File: config.mk
export PLATFORM = sky130hd
export DESIGN_NAME = addsub_digit_serial
export DESIGN_NICKNAME = d
export VERILOG_FILES = /design/src/rtl/addsub_pkg.sv /design/src/rtl/rca_nbits.sv /design/src/rtl/addsub_digit_serial.sv
export SDC_FILE = /design/constraint.sdc
export NUM_CORES = 1
export LEC_CHECK = 0
export CAP_MARGIN = 20
export CORE_ASPECT_RATIO = 1.2
export CORE_MARGIN = 5
export CORE_UTILIZATION = 45
export CTS_BUF_LIST = sky130_fd_sc_hd__clkbuf_8
export DETAILED_ROUTE_END_ITERATION = 16
export PLACE_DENSITY = 0.74
export SETUP_SLACK_MARGIN = 0.5
export SYNTH_ARGS = -nofsm -noshare
export SYNTH_HDL_FRONTEND = slang
export SYNTH_SLANG_ARGS = --single-unit
File: constraint.sdc
create_clock -name clk -period 4.7 [get_ports clk]
set_clock_uncertainty 0.15 [all_clocks]
set_input_delay 0.47 -clock clk [delete_from_list [all_inputs] [get_ports clk]]
set_output_delay 0.47 -clock clk [all_outputs]
set_load 0.005 [all_outputs]
File: src/rtl/addsub_pkg.sv
// ---------------------------------------------------------------------------
// addsub_pkg
// Shared state encoding, operation codes and saturation limits for the
// digit-serial adder/subtractor.
// Revision: 1.0
// ---------------------------------------------------------------------------
`default_nettype none

package addsub_pkg;

   typedef enum logic [1:0] {
      ST_IDLE = 2'd0,
      ST_RUN  = 2'd1,
      ST_DONE = 2'd2
   } state_t;

   localparam logic ADD = 1'b0;
   localparam logic SUB = 1'b1;

   localparam int MAX_W = 64;

   // Signed limit of a width-bit word: min (1000..0) when neg, else max (0111..1).
   function automatic logic [MAX_W-1:0] sat_limit(input int width, input logic neg);
      logic [MAX_W-1:0] msb;
      msb = '0;
      msb[width-1] = 1'b1;
      return neg ? msb : (msb - 64'd1);
   endfunction

endpackage

`default_nettype wire

File: src/rtl/rca_nbits.sv
// ---------------------------------------------------------------------------
// rca_nbits
// Combinational n-bit ripple-carry adder with carry in and carry out.
// Revision: 1.0
// ---------------------------------------------------------------------------
`default_nettype none

module rca_nbits #(
   parameter int n = 4
) (
   input  logic [n-1:0] a,
   input  logic [n-1:0] b,
   input  logic         cin,
   output logic [n-1:0] sum,
   output logic         cout
);

   logic [n:0] w_c;

   assign w_c[0] = cin;

   generate
      for (genvar i = 0; i < n; i++) begin : g_bit
         assign sum[i]   = a[i] ^ b[i] ^ w_c[i];
         assign w_c[i+1] = (a[i] & b[i]) | (w_c[i] & (a[i] ^ b[i]));
      end
   endgenerate

   assign cout = w_c[n];

endmodule

`default_nettype wire

File: src/rtl/addsub_digit_serial.sv
// ---------------------------------------------------------------------------
// addsub_digit_serial
// Multi-cycle N-bit add/subtract, CHUNK bits per clock LSB first, with flags,
// optional signed saturation and valid/ready handshakes on both sides.
// Revision: 1.0
// ---------------------------------------------------------------------------
`default_nettype none

module addsub_digit_serial
   import addsub_pkg::*;
#(
   parameter int N     = 16,
   parameter int CHUNK = 4
) (
   input  logic         clk,
   input  logic         reset,
   input  logic         in_valid,
   output logic         in_ready,
   input  logic [N-1:0] x,
   input  logic [N-1:0] y,
   input  logic         add_n,
   input  logic         sat_en,
   output logic         out_valid,
   input  logic         out_ready,
   output logic [N-1:0] s,
   output logic         cout,
   output logic         ovf,
   output logic         zero
);

   localparam int NSTEP = N / CHUNK;
   localparam int SW    = (NSTEP > 1) ? $clog2(NSTEP) : 1;
   localparam logic [SW-1:0] LAST_STEP = SW'(NSTEP - 1);

   generate
      if ((CHUNK < 1) || (CHUNK > N) || ((N % CHUNK) != 0)) begin : g_bad_chunk
         $error("addsub_digit_serial: CHUNK must divide N");
      end
   endgenerate

   state_t          r_state;
   logic [SW-1:0]   r_step;
   logic [N-1:0]    r_x;
   logic [N-1:0]    r_y;
   logic            r_carry;
   logic            r_sat;
   logic            r_x_msb;
   logic            r_y_msb;
   logic            r_out_valid;
   logic [N-1:0]    r_s;
   logic            r_cout;
   logic            r_ovf;
   logic            r_zero;

   logic [CHUNK-1:0] w_chunk_sum;
   logic             w_chunk_cout;
   logic [N-1:0]     w_x_next;
   logic [N-1:0]     w_y_next;
   logic [N-1:0]     w_s_next;
   logic [N-1:0]     w_sat_val;
   logic [N-1:0]     w_final;
   logic             w_ovf;

   rca_nbits #(.n(CHUNK)) u_rca (
      .a    (r_x[CHUNK-1:0]),
      .b    (r_y[CHUNK-1:0]),
      .cin  (r_carry),
      .sum  (w_chunk_sum),
      .cout (w_chunk_cout)
   );

   // Operands shift down one chunk per step; the sum fills s from the top.
   generate
      if (NSTEP == 1) begin : g_single
         assign w_x_next = r_x;
         assign w_y_next = r_y;
         assign w_s_next = w_chunk_sum;
      end else begin : g_multi
         assign w_x_next = {{CHUNK{1'b0}}, r_x[N-1:CHUNK]};
         assign w_y_next = {{CHUNK{1'b0}}, r_y[N-1:CHUNK]};
         assign w_s_next = {w_chunk_sum, r_s[N-1:CHUNK]};
      end
   endgenerate

   assign w_ovf     = (r_x_msb == r_y_msb) && (w_s_next[N-1] != r_x_msb);
   assign w_sat_val = N'(sat_limit(N, r_x_msb));
   assign w_final   = (r_sat && w_ovf) ? w_sat_val : w_s_next;

   always_ff @(posedge clk) begin
      if (reset) begin
         r_state     <= ST_IDLE;
         r_step      <= '0;
         r_x         <= '0;
         r_y         <= '0;
         r_carry     <= 1'b0;
         r_sat       <= 1'b0;
         r_x_msb     <= 1'b0;
         r_y_msb     <= 1'b0;
         r_out_valid <= 1'b0;
         r_s         <= '0;
         r_cout      <= 1'b0;
         r_ovf       <= 1'b0;
         r_zero      <= 1'b0;
      end else begin
         case (r_state)
            ST_IDLE: begin
               if (in_valid) begin
                  r_x     <= x;
                  r_y     <= y ^ {N{add_n}};
                  r_carry <= add_n;
                  r_sat   <= sat_en;
                  r_x_msb <= x[N-1];
                  r_y_msb <= y[N-1] ^ add_n;
                  r_step  <= '0;
                  r_state <= ST_RUN;
               end
            end
            ST_RUN: begin
               r_x     <= w_x_next;
               r_y     <= w_y_next;
               r_carry <= w_chunk_cout;
               r_step  <= r_step + SW'(1);
               if (r_step == LAST_STEP) begin
                  r_s         <= w_final;
                  r_cout      <= w_chunk_cout;
                  r_ovf       <= w_ovf;
                  r_zero      <= (w_final == '0);
                  r_out_valid <= 1'b1;
                  r_state     <= ST_DONE;
               end else begin
                  r_s <= w_s_next;
               end
            end
            ST_DONE: begin
               if (out_ready) begin
                  r_out_valid <= 1'b0;
                  r_state     <= ST_IDLE;
               end
            end
            default: r_state <= ST_IDLE;
         endcase
      end
   end

   assign in_ready  = (r_state == ST_IDLE) && !reset;
   assign out_valid = r_out_valid;
   assign s         = r_s;
   assign cout      = r_cout;
   assign ovf       = r_ovf;
   assign zero      = r_zero;

endmodule

`default_nettype wire

==> results.sh <==
export IMPL_cts_sinks=60
export IMPL_status="complete, no violations"
export IMPL_grtUsageTotal=0.1703
export IMPL_total_power_mw=1.174
export IMPL_setup_viol=0
export IMPL_synth_edff_count=0
export IMPL_cp_buffers_inverters=3
export IMPL_critPathTopFamily="adder cells"
export IMPL_max_stage_delay_ps=700
export IMPL_start_util=0.4658
export IMPL_synth_xor_area_share=0.04940
export IMPL_synth_seq_cells=60
export IMPL_boundaryPins=59
export IMPL_hold_start="r_y[3]"
export IMPL_synth_compound_area_share=0.2483
export IMPL_core_um2=6090
export IMPL_min_period_ps=3430
export IMPL_crit_required_ps=4800
export IMPL_die_height_um=96.97
export IMPL_drv_slew=0
export IMPL_cts_hold_buf=0
export IMPL_synthCells=331
export IMPL_routed_via_density=5.252
export IMPL_synth_main_ff_cell="dfxtp_1"
export IMPL_grt_setup_unrepaired="no"
export IMPL_clkTransAtPathRegs_ps=60
export IMPL_timing_rr_start="r_x[0]"
export IMPL_yosys_top_cells_count="nand2_1, dfxtp_1, a21oi_1, nor2_1"
export IMPL_async_flop_share=0
export IMPL_startpoint="r_x[0]"
export IMPL_area_delta_synth_final_pct=26.38
export IMPL_post_route_period_util=0.7297
export IMPL_clock_latency_ps=330
export IMPL_ir_worst_vdd_mv=0.2381
export IMPL_grt_max_degree=62
export IMPL_antenna_found_initial=0
export IMPL_ys_types=43
export IMPL_fillers=580
export IMPL_drive_gt1_frac=0.1283
export IMPL_crit_path_frequent_cell="fa_1"
export IMPL_worstSetupPathType="register to register"
export IMPL_regArea_um2=1201
export IMPL_start_kind="register"
export IMPL_cp_slowest_cell="a31oi_2"
export IMPL_power_density_nw_per_um2=327.5
export IMPL_drtIter0Drc=170
export IMPL_arrival_ps=3530
export IMPL_place_ws_ps=1278
export IMPL_synth_fa_ha_area_frac=0.03264
export IMPL_post_route_drc_count=0
export IMPL_port_buffers=58
export IMPL_place_congestion=0.7491
export IMPL_synth_simple_gate_area_frac=0.1870
export IMPL_end_kind="register"
export IMPL_crit_chain="fa_1 > inv_1 > fa_1 > inv_1 > fa_1 > inv_1 > fa_1 > and3_1 > a31oi_2 > o21ai_1 > a21oi_1"
export IMPL_cts_tree="built"
export IMPL_grt_pass1_wl_um=10920
export IMPL_die_area_um2=7998
export IMPL_setup_slack_ps=1270
export IMPL_synth_top_family_by_area="compound AO/OA/AOI/OAI gates"
export IMPL_routed_wl_um=6541
export IMPL_synth_top_area_frac=0.4235
export IMPL_netlist_area_um2=2836
export IMPL_seq_area_frac_synth=0.4235
export IMPL_wl_per_cell_um=14.10
export IMPL_synth_mux_area_frac=0
export IMPL_synth_area_leaders="dfxtp_1, nand2_1, a21oi_1"
export IMPL_dr_pass1_iters=4
export IMPL_nets=421
export IMPL_grt_pass1_vias=2344
export IMPL_synth_area_leader_cell="dfxtp_1"
export IMPL_n_antenna_cell=0
export IMPL_setup_tns_ps=0
export IMPL_p_leak_nw=1.289
export IMPL_cp_max_fo=13
export IMPL_clk_path_buf_depth=2
export IMPL_ant_nets=0
export IMPL_overflow=0
export IMPL_postCtsSetupBuffers=0
export IMPL_relSlewSlack=0.3900
export IMPL_num_vias=2437
export IMPL_cts_buffers=9
export IMPL_synth_most_common_cell="nand2_1"
export IMPL_drv_cap=0
export IMPL_worst_pin_slew_ps=912.1
export IMPL_fmax_mhz=291.6
export IMPL_yosysWarnings=0
export IMPL_root_buffer="clkbuf_8"
export IMPL_multiInputGateArea_um2=1476
export IMPL_rows=31
export IMPL_die_x_um=82.48
export IMPL_htreeDepth=3
export IMPL_avgSynthCellArea_um2=8.569
export IMPL_cts_resized=0
export IMPL_synth_fp_nets=374
export IMPL_dpl_hpwl_um=4558
export IMPL_hold_viol_final=0
export IMPL_worstHoldPathType="register to register"
## path summary, 6_finish.rpt
check                 to  slack, ps  depth (start not counted)
hold / removal    r_y[3]        310                          2
setup / recovery    s[1]       1270                         11
setup reg to reg    s[1]       1270                         11
hold reg to reg   r_y[3]        310                          2
## flip-flops by register name, summed over array words and instances, names as in the netlist, 2 cells and up
name	cells
s	16
r_y	16
r_state	2
r_step	2
r_x	16
## through the flow
step,instances,util,area (um2),hold WS [ps]
3_3_place_gp,449,0.5609,3416,295.3
4_1_cts,464,0.5887,3585,309.8
5_1_grt,464,0.5887,3585,329.9
6_report,464,0.5887,3585,306.8
2_1_floorplan,331,-,2836,286.3
3_5_place_dp,449,0.5609,3416,301.1
## cell type report
type | count | area share
Multi-Input combinational cell | 237 | 0.4119
Clock inverter | 4 | 0.004887
Inverter | 8 | 0.008377
Tap cell | 82 | 0.02862
Timing Repair Buffer | 62 | 0.1689
Clock buffer | 11 | 0.04223
Sequential cell | 60 | 0.3351
## where the power goes
part | total, mW | internal [mW] | switching (mW)
logic | 0.210 | 0.0998 | 0.110
clock network | 0.396 | 0.211 | 0.184
registers | 0.568 | 0.542 | 0.0261
total | 1.17 | 0.854 | 0.321
## worst reg2reg max path, stage by stage, from the launching register on
cell and delay, ps:
dfxtp_1 330, fa_1 410, inv_1 70, fa_1 150, inv_1 50, fa_1 350
inv_1 80, fa_1 500, and3_1 260, a31oi_2 700, o21ai_1 150, a21oi_1 170
## per-layer routing
| metal | vias to the layer above | GRT usage | share of wire |
|---|---|---|---|
| li1 | 1239 | - | - |
| met1 | 1132 | 0.2230 | 0.43 |
| met2 | 62 | 0.2691 | 0.50 |
| met3 | 4 | 0.03996 | 0.059 |
| met4 | 0 | 0.05882 | 0.0090 |
| met5 | - | 0 | 0 |
## cells by family (layout without fill, tap and decap cells)
logic type	after synthesis	count (layout)
fa+ha+maj	5	5
buf+inv	34	85
compound gates	95	95
flops	60	60
xor+xnor	16	16
simple gates	121	121
## layout by cell type (no fill, tap or decap), types with 11 or more instances in the layout
cell,count
clkdlybuf4s50_1,57
dfxtp_1,60
nand2_1,65
a311oi_1,13
clkbuf_8,11
a21oi_1,30
a22oi_1,12
nor2_1,30
xor2_1,13
Power figures use the tool's default switching activity.
